[src/rtl/traffic_pkg.sv]
// Shared definitions for the traffic-light controller: lane state encoding,
// light colour bit positions and a counter-width helper.
package traffic_pkg;

  typedef enum logic [1:0] {
    LANE_IDLE    = 2'b00,
    LANE_PRESENT = 2'b01,
    LANE_HOLD    = 2'b10
  } lane_state_e;

  // Bit positions of the one-hot light colour vector driven by the light FSM.
  localparam int LIGHT_GREEN  = 2;
  localparam int LIGHT_YELLOW = 1;
  localparam int LIGHT_RED    = 0;

  // Bits needed to hold values 0..max_val, never less than one.
  function automatic int clog2_width(input int max_val);
    int w;
    w = 1;
    while ((w < 31) && ((1 << w) <= max_val)) begin
      w = w + 1;
    end
    return w;
  endfunction

endpackage

[src/rtl/sensor_lane.sv]
// One detector lane: 2-flop synchroniser, TICK-paced debounce, presence/hold FSM.
// With SENSOR_STUCK_EN defined, a stuck counter masks a lane that never clears.
//
// state   | meaning
// IDLE    | no vehicle, t_out low
// PRESENT | debounced presence, t_out high
// HOLD    | presence gone, t_out held high for the grace period
module sensor_lane
  import traffic_pkg::*;
#(
`ifdef SENSOR_STUCK_EN
  parameter int STUCK_TICKS = 60,
`endif
  parameter int DEB_TICKS  = 4,
  parameter int HOLD_TICKS = 3
) (
  input  logic clk,
  input  logic rst_n,
  input  logic tick,
  input  logic s_raw,
`ifdef SENSOR_STUCK_EN
  output logic fault,
`endif
  output logic t_out
);

  localparam int DW = clog2_width(DEB_TICKS);
  localparam int HW = clog2_width(HOLD_TICKS);
  localparam logic [DW-1:0] DEB_LAST  = DW'(DEB_TICKS - 1);
  localparam logic [HW-1:0] HOLD_LOAD = HW'(HOLD_TICKS);

  logic sync1_q, sync1_d;
  logic sync2_q, sync2_d;
  logic deb_q, deb_d;
  logic [DW-1:0] dcnt_q, dcnt_d;
  logic [HW-1:0] hcnt_q, hcnt_d;
  lane_state_e state_q, state_d;

  always_comb begin
    sync1_d = s_raw;
    sync2_d = sync1_q;
    deb_d   = deb_q;
    dcnt_d  = dcnt_q;
    if (tick) begin
      if (sync2_q != deb_q) begin
        if (dcnt_q == DEB_LAST) begin
          deb_d  = ~deb_q;
          dcnt_d = '0;
        end else begin
          dcnt_d = dcnt_q + DW'(1);
        end
      end else begin
        dcnt_d = '0;
      end
    end
  end

  // A returning vehicle in HOLD wins over an expiring grace period.
  always_comb begin
    state_d = state_q;
    hcnt_d  = hcnt_q;
    case (state_q)
      LANE_IDLE: begin
        if (deb_q) state_d = LANE_PRESENT;
      end
      LANE_PRESENT: begin
        if (!deb_q) begin
          if (HOLD_TICKS == 0) begin
            state_d = LANE_IDLE;
          end else begin
            state_d = LANE_HOLD;
            hcnt_d  = HOLD_LOAD;
          end
        end
      end
      LANE_HOLD: begin
        if (deb_q) begin
          state_d = LANE_PRESENT;
        end else if (tick) begin
          if (hcnt_q == HW'(1)) state_d = LANE_IDLE;
          hcnt_d = hcnt_q - HW'(1);
        end
      end
      default: state_d = LANE_IDLE;
    endcase
  end

  always_ff @(posedge clk or negedge rst_n) begin
    if (!rst_n) begin
      sync1_q <= 1'b0;
      sync2_q <= 1'b0;
      deb_q   <= 1'b0;
      dcnt_q  <= '0;
      hcnt_q  <= '0;
      state_q <= LANE_IDLE;
    end else begin
      sync1_q <= sync1_d;
      sync2_q <= sync2_d;
      deb_q   <= deb_d;
      dcnt_q  <= dcnt_d;
      hcnt_q  <= hcnt_d;
      state_q <= state_d;
    end
  end

`ifdef SENSOR_STUCK_EN
  localparam int SW = clog2_width(STUCK_TICKS);
  localparam logic [SW-1:0] STUCK_MAX = SW'(STUCK_TICKS);

  logic [SW-1:0] stuck_q, stuck_d;
  logic fault_q, fault_d;

  always_comb begin
    stuck_d = stuck_q;
    fault_d = deb_q && (stuck_q == STUCK_MAX);
    if (!deb_q) begin
      stuck_d = '0;
    end else if (tick && (stuck_q != STUCK_MAX)) begin
      stuck_d = stuck_q + SW'(1);
    end
  end

  always_ff @(posedge clk or negedge rst_n) begin
    if (!rst_n) begin
      stuck_q <= '0;
      fault_q <= 1'b0;
    end else begin
      stuck_q <= stuck_d;
      fault_q <= fault_d;
    end
  end

  assign fault = fault_q;
  // A stuck lane is masked so the other road is not starved.
  assign t_out = (state_q != LANE_IDLE) && !fault_q;
`else
  assign t_out = (state_q != LANE_IDLE);
`endif

endmodule

[src/rtl/traffic_sensor_conditioner.sv]
// Detector conditioning for roads A and B: TICK prescaler plus two sensor lanes.
// Define SENSOR_STUCK_EN to add per-lane stuck detection and the FAULT port.
module traffic_sensor_conditioner
  import traffic_pkg::*;
#(
`ifdef SENSOR_STUCK_EN
  parameter int STUCK_TICKS = 60,
`endif
  parameter int TICK_DIV   = 50000,
  parameter int DEB_TICKS  = 4,
  parameter int HOLD_TICKS = 3
) (
  input  logic       CLK,
  input  logic       R,
  input  logic       S_A,
  input  logic       S_B,
  output logic       T_A,
  output logic       T_B,
`ifdef SENSOR_STUCK_EN
  output logic [1:0] FAULT,
`endif
  output logic       TICK
);

  localparam int PW = clog2_width(TICK_DIV - 1);
  localparam logic [PW-1:0] DIV_LAST = PW'(TICK_DIV - 1);

  logic [PW-1:0] pcnt_q, pcnt_d;
  logic tick_q, tick_d;

  always_comb begin
    tick_d = (pcnt_q == DIV_LAST);
    pcnt_d = tick_d ? '0 : pcnt_q + PW'(1);
  end

  always_ff @(posedge CLK or negedge R) begin
    if (!R) begin
      pcnt_q <= '0;
      tick_q <= 1'b0;
    end else begin
      pcnt_q <= pcnt_d;
      tick_q <= tick_d;
    end
  end

  assign TICK = tick_q;

  sensor_lane #(
`ifdef SENSOR_STUCK_EN
    .STUCK_TICKS(STUCK_TICKS),
`endif
    .DEB_TICKS  (DEB_TICKS),
    .HOLD_TICKS (HOLD_TICKS)
  ) u_lane_a (
    .clk   (CLK),
    .rst_n (R),
    .tick  (tick_q),
    .s_raw (S_A),
`ifdef SENSOR_STUCK_EN
    .fault (FAULT[0]),
`endif
    .t_out (T_A)
  );

  sensor_lane #(
`ifdef SENSOR_STUCK_EN
    .STUCK_TICKS(STUCK_TICKS),
`endif
    .DEB_TICKS  (DEB_TICKS),
    .HOLD_TICKS (HOLD_TICKS)
  ) u_lane_b (
    .clk   (CLK),
    .rst_n (R),
    .tick  (tick_q),
    .s_raw (S_B),
`ifdef SENSOR_STUCK_EN
    .fault (FAULT[1]),
`endif
    .t_out (T_B)
  );

endmodule

[config.mk]
export PLATFORM = sky130hd
export DESIGN_NAME = traffic_sensor_conditioner
export DESIGN_NICKNAME = d
export VERILOG_FILES = /design/src/rtl/traffic_pkg.sv /design/src/rtl/sensor_lane.sv /design/src/rtl/traffic_sensor_conditioner.sv
export SDC_FILE = /design/constraint.sdc
export NUM_CORES = 1
export LEC_CHECK = 0
export CAP_MARGIN = 20
export CORE_MARGIN = 2
export CORE_UTILIZATION = 65
export CTS_BUF_LIST = sky130_fd_sc_hd__clkbuf_8
export CTS_CLUSTER_DIAMETER = 50
export DETAILED_ROUTE_END_ITERATION = 8
export PLACE_DENSITY = 0.84
export SLEW_MARGIN = 20
export SYNTH_ARGS = -nofsm -noshare
export SYNTH_HDL_FRONTEND = slang
export SYNTH_HIERARCHICAL = 1
export SYNTH_SLANG_ARGS = --single-unit
[constraint.sdc]
create_clock -name CLK -period 3.2 [get_ports CLK]
set_input_delay 0.48 -clock CLK [delete_from_list [all_inputs] [get_ports CLK]]
set_output_delay 0.48 -clock CLK [all_outputs]
set_load 0.01 [all_outputs]
==> results.yml <==
run_status:
  status: "finished clean"
placed_design:
  place_inst: 179
  io_buffers: 6
  gp_congestion: 0.8312
  hpwlAfterDp_um: 1913
synth:
  synth_top_family_by_area: "simple AND/OR/NAND/NOR gates"
  synth.distinct_cells: 37
  netlist_area_um2: 1728
  synth_commonest_cells: "37 x dfrtp_1, 10 x nand2_1, 9 x nor2_1"
  avgSynthCellArea_um2: 11.83
  synth-simple-area-share_pct: 19.12
  synth_mux_area_share_pct: 4.924
  ys_top_cells_by_area: "dfrtp_1 54%, xor2_1 4.1%, ha_1 3.6%"
  yosysTopAreaCell: "dfrtp_1"
  synth-edff-count: 0
  yosysMostFrequentCell: "dfrtp_1"
  syn_nets: 155
  synth_seq_area_share_pct: 53.58
  synth-compound-area-share_pct: 7.893
  yosysWarnings: 6
  synth_xor_area_share_pct: 7.096
  ys_ff_latch: 37
  synth_cells: 146
  netlist.area_leader.share_pct: 53.58
  async_flop_share_pct: 100.0
  synth_fa_ha_area_share_pct: 3.621
  synth_ff_type: "dfrtp_1"
setup_path:
  cp.arrival_ns: 1.54
  r2r_slack_ns: 1.52
  worst_setup_path_start_kind: "register"
  cp_slowest_stage_delay_ns: 0.64
  cp_cell_sequence: "clkdlybuf4s50_1"
  r2r_end: "pcnt_q[9]$_DFF_PN0_"
  slowest_stage: "dfrtp_1"
  worstPathRequired_ns: 2.72
  worst-r2r-cell-count: 5
  cpLargestDelayFamily: "flip-flops"
  cp_num_buf_inv: 1
  crit_type: "reg2out"
  crit_fanout: 17
  cp-endpoint: "TICK"
  rr_startpoint: "pcnt_q[0]$_DFF_PN0_"
  critical_path_cell_count: 1
  crit_start: "TICK$_DFF_PN0_"
  worst_setup_path_end_kind: "output port"
sta:
  finalSetupTns_ns: 0
  hold_viol: 0
  setup_viol: 0
  period_needed_ns: 2.025
  fmax_mhz: 493.9
  tightestPinTransition_ns: 0.4719
  rsz0062_at_grt: "false"
  fin_hold_ws_ns: 0.3501
  fin_skew_ns: 0.001691
  slew_violations: 0
  slew_headroom_pct: 68.54
  period_share_pct: 63.27
routing:
  vias: 1077
  ant_nets: 0
  wirelength_um: 2741
  routedWlPerCell_um: 14.82
  first_pass_iters: 4
  drc: 0
  viasPerCell: 5.822
  drtIter0Drc: 35
clocking:
  cts-buffers-inserted: 5
  cts_resized: 0
  clk_pin_slew_ns: 0.07
  clock_sinks: 37
  htreeDepth: 2
  clock_path_buffers: 2
  cts_tree: "done"
  clock_latency_ns: 0.28
  cts_setup_buffers: 0
  holdBufCountCts: 0
  root_buffer: "clkbuf_8"
die:
  io_pins: 7
  core.rowCount: 18
  die_w_um: 55.56
  initial_utilization_pct: 69.12
  die_h_um: 55.56
  dieArea_um2: 3087
  core_um2: 2500
layout:
  antenna_cells: 0
  layout.nets: 165
  fin_util_pct: 74.72
  stdcell_count: 185
  layout-drive-gt1-share_pct: 14.84
  synthToLayoutAreaGrowth_pct: 8.110
power_and_ir_drop:
  powerDensity_nw_per_um2: 417.1
  p_leak_nw: 0.9029
  power_w: 0.0007792
  irDropWorstVdd_mv: 0.4290
global_route:
  antenna_found_initial: 0
  grt_pass1_vias: 1144
  grt.overflow.total: 0
  grt_pass1_wl_um: 4933
  grt_usage_pct: 21.00
  grt_max_degree: 38
job:
  drv_cap: 0
min_path:
  hp-class: "reg2reg"
[report_power, final]
group | leakage [nW] | switching, W | internal, W
Combinational | 0.370 | 0.0000100 | 0.00000532
Sequential | 0.493 | 0.00000113 | 0.000470
Clock | 0.0399 | 0.000150 | 0.000143
Total | 0.903 | 0.000161 | 0.000619
[metal layers]
| layer | GRT usage [%] | up-vias | wire length (um) |
|---|---|---|---|
| met5 | 0 | - | 0 |
| met4 | 11.85 | 0 | 64 |
| met3 | 5.386 | 8 | 81 |
| met2 | 35.54 | 16 | 1400 |
| met1 | 24.04 | 534 | 1194 |
| li1 | - | 519 | - |
[logic make-up after synthesis]
kind of cell / count (synthesis)
buf+inv: 11
simple gates: 54
compound gates: 18
xor+xnor: 14
fa+ha+maj: 5
flops: 37
mux: 7
[worst min path at each step]
stage	start	to	slack [ns]	cells past startpoint
global placement	u_lane_a/sync1_q$_DFF_PN0_	u_lane_a/sync2_q$_DFF_PN0_	0.34	0
CTS	u_lane_a/sync1_q$_DFF_PN0_	u_lane_a/sync2_q$_DFF_PN0_	0.35	0
floorplan	R	TICK$_DFF_PN0_	0.18	0
detailed placement	u_lane_a/sync1_q$_DFF_PN0_	u_lane_a/sync2_q$_DFF_PN0_	0.34	0
global route	u_lane_a/sync1_q$_DFF_PN0_	u_lane_a/sync2_q$_DFF_PN0_	0.35	0
finish	u_lane_a/sync1_q$_DFF_PN0_	u_lane_a/sync2_q$_DFF_PN0_	0.35	0
[stage by stage]
stage / instance area (um2) / setup WS [ns]
2_1_floorplan: 1728 / 1.709
6_report: 1868 / 1.175
3_5_place_dp: 1794 / 1.488
3_3_place_gp: 1794 / 1.520
5_1_grt: 1868 / 1.087
4_1_cts: 1868 / 1.167
[state kept, by name, summed over array words and instances (netlist names), 2 cells and up]
name	cells
pcnt_q	16
u_lane_b/state_q	2
u_lane_a/hcnt_q	2
u_lane_b/hcnt_q	2
u_lane_a/state_q	2
u_lane_b/dcnt_q	3
u_lane_a/dcnt_q	3
[cells in the final DEF (no fill, tap or decap), types with 5 or more instances in the layout]
master           count
dfrtp_1             37
nand2_1             10
nor2_1               9
xor2_1               8
inv_1                7
xnor2_1              6
clkdlybuf4s50_1      6
a21oi_1              5
ha_1                 5
clkbuf_8             5
[layout make-up]
class                      instances  area [um2]
timing repair buffer               7       67.56
multi-input combinational         98       737.0
clock inverter                     1       5.005
sequential                        37       925.9
tap                               30       37.54
fill                             170       631.9
inverter                           7       26.28
clock buffer                       5       68.82
(Power assumes the default switching activity.)
==> edit: new RTL, same flow settings <==
Compare `dcnt_q` against `DEB_LAST` with >= in place of ==.
--- a/src/rtl/sensor_lane.sv
+++ b/src/rtl/sensor_lane.sv
@@ -44,5 +44,5 @@
     if (tick) begin
       if (sync2_q != deb_q) begin
-        if (dcnt_q == DEB_LAST) begin
+        if (dcnt_q >= DEB_LAST) begin
           deb_d  = ~deb_q;
           dcnt_d = '0;
Behaviour: no difference found for any inputs over 10 cycles, from zero or initial values; that may be too few to reach the edited logic, so the function may still have changed.
==> edit against the unedited design <==
- sequential cell count is the same
- maximum frequency shrank 6.2%
- wire length grew 1.4%
- via count grew 9.1%
- final cell count grew 5.4%
- power grew 7.6%
- area after synthesis grew 2.6%
- first-iteration DRC count grew 17%
- final area grew 3.1%
- worst setup slack lost 0.13 ns
==> edit: results (changes against the unedited design) <==
* Share of cells above drive strength 1 at 0.115 (was 0.148)
* DR WL/cell at 14.3 um (was 14.8 um)
* Vias per cell at 6.03 (was 5.82)
* Worst EP arrival at 1.68 ns (was 1.54 ns)
* Global Route Usage Sum at 0.205 (was 0.210)
* Post-DP HPWL at 1.93 mm (was 1.91 mm)
* Vias post-DR at 1175 (was 1077)
* PostCTS Resize Cnt at 0 (unchanged)
* Worst Tran Pin Value at 0.620 ns (was 0.472 ns)
* Max VDD drop at 0.000387 V (was 0.000429 V)
* CP peak stage delay at 0.74 ns (was 0.64 ns)
* Clock Latency Late Sink at 0.29 ns
* Top cells by area, synth: dfrtp_1, ha_1, xor2_1 (was dfrtp_1, xor2_1, ha_1)
* H-tree level count at 2 (unchanged)
* DP Area at 0.00182 mm^2 (was 0.00179 mm^2)
* Max clock buf depth at 2 (unchanged)
* Final Skew at 0.00969 ns (was 0.00169 ns)
* Library cells used by synthesis at 34 (was 37)
* Top_reg_cell synth: dfrtp_1 (unchanged)
* Syn Area/Cell at 11.4 um^2 (was 11.8 um^2)
* Placed insts at 187 (was 179)
* Final Wtd Congestion at 0.806 (was 0.831)
* Leak Pwr at 0.893 nW (was 0.903 nW)
* # fillers at 177 (was 170)
* CP Max Fanout at 23 (was 17)
* Sequential area share after synthesis at 0.522 (was 0.536)
* Setup bufs post-CTS at 0 (unchanged)
* Layout Nets at 175 (was 165)
* Status: finished, final reports clean (unchanged)
* TritonCTS buffer count at 5 (unchanged)
* Clock-pin slew on the worst setup and hold paths at 0.07 ns (about the same)
* First-pass GRT wire length at 4.88 mm (was 4.93 mm)
* Mapped Nets at 167 (was 155)
* DR iter-0 viols at 41 (was 35)
* Antenna cells at 0 (unchanged)
* Pre-CTS worst setup slack at 1.35 ns (was 1.49 ns)
* Regs by FF count: pcnt_q (16), u_lane_a/dcnt_q (3), u_lane_b/dcnt_q (3) (unchanged)
* Commonest cells in the netlist: dfrtp_1, nor2_1, nand2_1, xor2_1, inv_1 (was dfrtp_1, nand2_1, nor2_1)
[edit: final timing paths]
kind	start	to	slack (ns)	cells after the start
min	u_lane_a/sync1_q$_DFF_PN0_	u_lane_a/sync2_q$_DFF_PN0_	0.36	0
max reg2reg	pcnt_q[4]$_DFF_PN0_	pcnt_q[9]$_DFF_PN0_	1.53	4
max in group asynchronous	R	u_lane_b/sync1_q$_DFF_PN0_	2.28	2
max	TICK$_DFF_PN0_	TICK	1.04	1
min in group asynchronous	R	u_lane_a/deb_q$_DFFE_PN0P_	0.59	2
min reg2reg	u_lane_a/sync1_q$_DFF_PN0_	u_lane_a/sync2_q$_DFF_PN0_	0.36	0
[edit: routing by layer]
layer	GRT usage	vias up	wire, um
li1	-	561	-
met1	0.232	574	1160
met2	0.336	28	1410
met3	0.0488	12	105
met4	0.150	0	104
met5	0	-	0
[edit: cell families after synthesis]
kind of cell    Yosys count  share of synthesized area
simple gates             54                      0.178
flops                    37                      0.522
compound gates           24                     0.0981
buf+inv                  15                     0.0494
xor+xnor                 14                     0.0692
fa+ha+maj                 7                     0.0494
mux                       5                     0.0339
[edit: final cells by class]
| cell class | instances | area [um^2] | share of cell area |
|---|---|---|---|
| Clock inverter | 1 | 5.00 | 0.00260 |
| Tap cell | 30 | 37.5 | 0.0195 |
| Inverter | 9 | 33.8 | 0.0175 |
| Multi-Input combinational cell | 104 | 759 | 0.394 |
| Timing Repair Buffer | 7 | 67.6 | 0.0351 |
| Clock buffer | 7 | 96.3 | 0.0500 |
| Sequential cell | 37 | 926 | 0.481 |
[edit: power breakdown]
part / switching (mW) / internal, mW / leakage (nW) / total [mW]
registers: 0.00130 / 0.470 / 0.493 / 0.471
logic: 0.0100 / 0.00501 / 0.346 / 0.0150
clock network: 0.157 / 0.194 / 0.0542 / 0.352
